--- config.mk ---
export PLATFORM = sky130hd
export DESIGN_NAME = argmax_sequencer
export DESIGN_NICKNAME = d
export VERILOG_FILES = /design/src/rtl/argmax_sequencer.sv
export SDC_FILE = /design/constraint.sdc
export NUM_CORES = 1
export LEC_CHECK = 0
export ABC_CLOCK_PERIOD_IN_PS = 2340
export CORE_AREA = 2 2 51 77
export DETAILED_ROUTE_END_ITERATION = 8
export DIE_AREA = 0 0 53 79
export PLACE_DENSITY_LB_ADDON = 0.2
export RECOVER_POWER = 25
export SYNTH_ARGS = -nofsm -noshare
export SYNTH_HDL_FRONTEND = slang
export SYNTH_SLANG_ARGS = --single-unit
--- constraint.sdc ---
create_clock -name clk -period 2.34 [get_ports clk]
set_clock_uncertainty 0.1 [all_clocks]
set_input_delay 0.351 -clock clk [delete_from_list [all_inputs] [get_ports clk]]
set_output_delay 0.351 -clock clk [all_outputs]
set_load 0.02 [all_outputs]
--- src/rtl/argmax_sequencer.sv ---
// argmax_sequencer
//   Sequential argmax over one frame of NUM_CLASSES signed scores. The scores
//   arrive on a valid/ready stream. The block keeps a registered running max
//   and its class number, then presents the winner on a valid/ready result port.
//
//   Ports
//     clk, rst          rising-edge clock, synchronous active-high reset
//     start             begin a frame (sampled only in IDLE)
//     in_valid/in_ready score stream; in_ready is a pure decode of state
//     in_data           signed score; class number = arrival order
//     out_valid/ready   result handshake; out_valid held until accepted
//     q_num, q          winning class number and score
//     busy              high while accumulating or holding a result
//
//   Optional feature, macro ARGMAX_TOP2_EN: adds q2_num/q2, the runner-up.
//   DATA_LEN defaults to the `ARGMAX_DATA_LEN macro, which falls back to 16
//   when the build does not supply it.
`ifndef ARGMAX_DATA_LEN
`define ARGMAX_DATA_LEN 16
`endif

module argmax_sequencer #(
  parameter int DATA_LEN    = `ARGMAX_DATA_LEN,
  parameter int NUM_CLASSES = 10,
  parameter int NUM_W       = 4
) (
  input  logic                       clk,
  input  logic                       rst,
  input  logic                       start,
  input  logic                       in_valid,
  output logic                       in_ready,
  input  logic signed [DATA_LEN-1:0] in_data,
  output logic                       out_valid,
  input  logic                       out_ready,
  output logic        [NUM_W-1:0]    q_num,
  output logic signed [DATA_LEN-1:0] q,
`ifdef ARGMAX_TOP2_EN
  output logic        [NUM_W-1:0]    q2_num,
  output logic signed [DATA_LEN-1:0] q2,
`endif
  output logic                       busy
);

  typedef enum logic [1:0] {IDLE, ACCUM, DONE} state_t;

  localparam logic [NUM_W-1:0] LAST = NUM_W'(NUM_CLASSES - 1);

  state_t           state;
  logic [NUM_W-1:0] count;
  logic             acc;
  logic             new_max;

  assign in_ready = (state == ACCUM);
  assign busy     = (state != IDLE);
  assign acc      = in_valid & in_ready;
  assign new_max  = in_data > q;   // both operands signed

`ifdef ARGMAX_TOP2_EN
  localparam logic signed [DATA_LEN-1:0] MOST_NEG = {1'b1, {(DATA_LEN-1){1'b0}}};
  logic new_second;
  // The second score always lands in q2 so that a tie with the first still
  // yields a defined runner-up (the later class).
  assign new_second = (in_data > q2) || (count == NUM_W'(1));
`endif

  always_ff @(posedge clk) begin
    if (rst) begin
      state     <= IDLE;
      out_valid <= 1'b0;
      q_num     <= '0;
      q         <= '0;
      count     <= '0;
`ifdef ARGMAX_TOP2_EN
      q2_num    <= '0;
      q2        <= MOST_NEG;
`endif
    end else begin
      case (state)
        IDLE: begin
          // q/q_num keep the previous result until the next first score.
          if (start) begin
            state  <= ACCUM;
            count  <= '0;
`ifdef ARGMAX_TOP2_EN
            q2_num <= '0;
            q2     <= MOST_NEG;
`endif
          end
        end
        ACCUM: begin
          if (acc) begin
            if (count == '0) begin
              q     <= in_data;
              q_num <= '0;
            end else if (new_max) begin
              q     <= in_data;
              q_num <= count;
            end
`ifdef ARGMAX_TOP2_EN
            if (count != '0) begin
              if (new_max) begin
                q2     <= q;
                q2_num <= q_num;
              end else if (new_second) begin
                q2     <= in_data;
                q2_num <= count;
              end
            end
`endif
            // count parks on the last class number instead of wrapping.
            if (count == LAST) begin
              state     <= DONE;
              out_valid <= 1'b1;
            end else begin
              count <= count + NUM_W'(1);
            end
          end
        end
        DONE: begin
          if (out_ready) begin
            state     <= IDLE;
            out_valid <= 1'b0;
          end
        end
        default: state <= IDLE;
      endcase
    end
  end

endmodule
==> results.cfg, run 1 <==
[detailed_routing]
wl_mm = 4.43
drt-pass1-iter-count = 4
drtIter0Drc = 26
ant_nets = 0
wire_per_inst_um = 14.9
vias = 1637
drc = 0
avgViaCountPerCell = 5.51

[sta]
fin_crit_sh_pct = 101
rsz0062_at_grt = yes
tns_ns = -0.0894
setup_slack_ns = -0.0250
slew_headroom_pct = 71.5
hold_violations = 0
worst_pin_slew_ns = 0.427
slew_viol_final = 0
setup_violations = 8
fmax_mhz = 423
post-route-min-period_ns = 2.37

[floorplanning]
die-area_sq_mm = 0.00419
initial_core_util_pct = 45.6
row_count = 27
core_area_sq_mm = 0.00355
io_pins = 44
die_w_um = 53
die_height_um = 79

[critical_path]
r2r_start = q[6]$_SDFFE_PP0P_
cp.arrival_ns = 2.46
cp_top_family = simple AND/OR/NAND/NOR gates
worstPathRequired_ns = 2.44
critPathMaxStageDelay_ns = 0.44
setup.worst_path.class = input pin to flip-flop
reg2reg_to = q[6]$_SDFFE_PP0P_
cp_cell_sequence = clkdlybuf4s50_1 > ha_1 > nand4_1 > nor4_4 > a211o_1 > a31oi_4 > buf_6 > or3_1 > a21oi_1
regToRegSetupSlack_ns = 0
cp-end-kind = flip-flop
crit_path_max_fanout = 7
crit_path_top_delay_cell = clkdlybuf4s50_1
path_buf_inv = 2
ff2ff_path_depth = 9
crit_path_start_kind = input pin

[placed_design]
place.gp.congestion = 0.939
portBuffers = 43
hpwlAfterDp_mm = 2.71

[synth]
yosysTopAreaCell = dfxtp_1
seq_area_frac_synth_pct = 33.4
syn-num-nets = 235
yosysTopAreaCellShare_pct = 33.4
yosysWarnings = 0
synth_area_leaders = dfxtp_1 33%, ha_1 15%, a21oi_1 7.4%
yosysMostFrequentCell = dfxtp_1
syn_inst = 195
synth_seq_cells = 27
synth_area_sq_mm = 0.00162
async_flop_share_pct = 0
ys.flop_type = dfxtp_1
synth.distinct_cells = 35
synth_edf_count = 0
yosys-top-cells-count = 27 x dfxtp_1, 24 x a21oi_1, 23 x inv_1
syn_avg_cell_area_sq_um = 8.29

[clocking]
clock_latency_ns = 0.28
clkSinkCount = 27
path_clk_slew_ns = 0.10
htreeDepth = 1
clockBufferDepth = 2
cts_tree = done
cts_made_buffers = 3
holdBufCountCts = 0
cts-root-buf = clkbuf_8

[power_and_ir_drop]
ir_worst_vdd_mv = 0.276
p_per_area_mw_per_mm2 = 454
p_leak_nw = 0.957

[worst_hold_path]
min_path_type = input pin to flip-flop
worstHoldStart = in_data[4]
hold_depth = 3
min_to = q[4]$_SDFFE_PP0P_

[global_routing]
grt_pass1_vias = 1618
track_usage_pct = 20.8
grt_max_degree = 36
grt-ovfl-total = 0
antenna_found_initial = 0
grt_pass1_wl_mm = 6.72

[finish]
register_area_sq_um = 551
nets = 295
fillers = 295
insertedDiodeCount = 0
area_delta_synth_final_pct = 55.2
drive_gt1_share_pct = 29.9
final_util_pct = 70.7
multi_input_area_sq_mm = 0.00115

[outcome]
outcome = finished, violations left
violations = setup timing

[job]
maxCapViolCount = 0
[worst reg2reg max path: stages, from the launching register on]
cell and delay (ns):
dfxtp_2 0.34, inv_1 0.08, ha_4 0.27, nand4_1 0.20, a211oi_2 0.28, o2111ai_2 0.15
a31oi_4 0.36, buf_2 0.26, o21ai_1 0.09, a21oi_1 0.14
[placed cells by master, fill, tap and decap left out, drive strengths merged, types with 5 or more instances in the layout]
master / instances
a21oi: 29
buf: 22
clkdlybuf4s50: 25
dfxtp: 27
dlygate4sd2: 10
dlymetal6s2s: 5
ha: 19
inv: 23
nand2: 11
nand2b: 5
nand3: 5
nand4: 5
nor2: 5
o21ai: 18
or3: 16
[flip-flops by register name, summed over array words and instances, names as in the netlist]
| register | count |
|---|---|
| q | 16 |
| out_valid | 1 |
| q_num | 4 |
| state | 2 |
| count | 4 |
[through the flow]
step	instance area, sq um	cells	hold slack [ns]	power [mW]	worst slack [ns]
2_1_floorplan	1620	195	0.348	0.669	0.0968
3_3_place_gp	2150	284	0.363	0.796	-0.377
3_5_place_dp	2150	284	0.356	0.799	-0.417
4_1_cts	2340	292	0.370	1.10	0.00458
5_1_grt	2510	297	0.311	1.20	-0.0974
6_report	2510	297	0.277	1.14	-0.0250
[cells by family after synthesis]
logic type | count (synthesis) | synth area share (%)
xor gates and xnor gates | 2 | 1.08
DFF | 27 | 33.4
adders and majority gates | 19 | 14.7
buffers and inverters | 33 | 9.21
AOI/OAI and AO/OA | 57 | 21.7
and+or+nand+nor | 57 | 19.8
[timing repair]
item / in CTS / in global routing
cloned: 1 / 2
endpoints found under the setup margin: 18 / 19
hold endpoints to repair: 0 / 0
resized for setup: 29 / 33
pin swaps: 17 / 21
buffers inserted: 3 / 3
[worst max-delay path by stage]
stage,to,start,depth (start not counted),slack [ns]
final,q[6]$_SDFFE_PP0P_,in_data[8],9,-0.03
after floorplan,q_num[2]$_SDFFE_PP0P_,q[3]$_SDFFE_PP0P_,9,0.1
after global routing,q[15]$_SDFFE_PP0P_,q[14]$_SDFFE_PP0P_,10,-0.1
after detailed placement,q[7]$_SDFFE_PP0P_,in_data[13],9,-0.42
after global placement,q[10]$_SDFFE_PP0P_,in_data[7],9,-0.38
after CTS,q_num[2]$_SDFFE_PP0P_,in_data[7],9,0.005
[per-layer routing]
layer	part of all wire [%]	wire [um]	GRT usage [%]
met2	55	2440	36.9
met1	38	1700	22.2
met4	3.1	137	12.3
met3	3.4	152	3.20
met5	0	0	0
[where the power goes]
group / switching, mW / internal [mW] / leakage (nW) / total, mW
clock: 0.154 / 0.120 / 0.0255 / 0.274
sequential: 0.0138 / 0.482 / 0.223 / 0.496
combinational: 0.187 / 0.182 / 0.708 / 0.369
total: 0.355 / 0.784 / 0.957 / 1.14
[area by class of cell]
| type | instances | area share (%) |
|---|---|---|
| multi-input cells | 135 | 45.7 |
| repair buffers | 65 | 24.9 |
| flip-flops and latches | 27 | 21.9 |
| inverters | 23 | 3.44 |
| well taps | 43 | 2.14 |
| clock buffers | 3 | 1.65 |
| clock inverters | 1 | 0.200 |
No activity file was read; power rests on OpenSTA's default activity.
==> run 2, diff against run 1 <==
Settings changed: ABC_CLOCK_PERIOD_IN_PS 2340 to unset, CTS_CLUSTER_DIAMETER set to 120.
==> results of run 2 <==
Same layout as run 1: the final DEF is identical, and so are final timing and power.
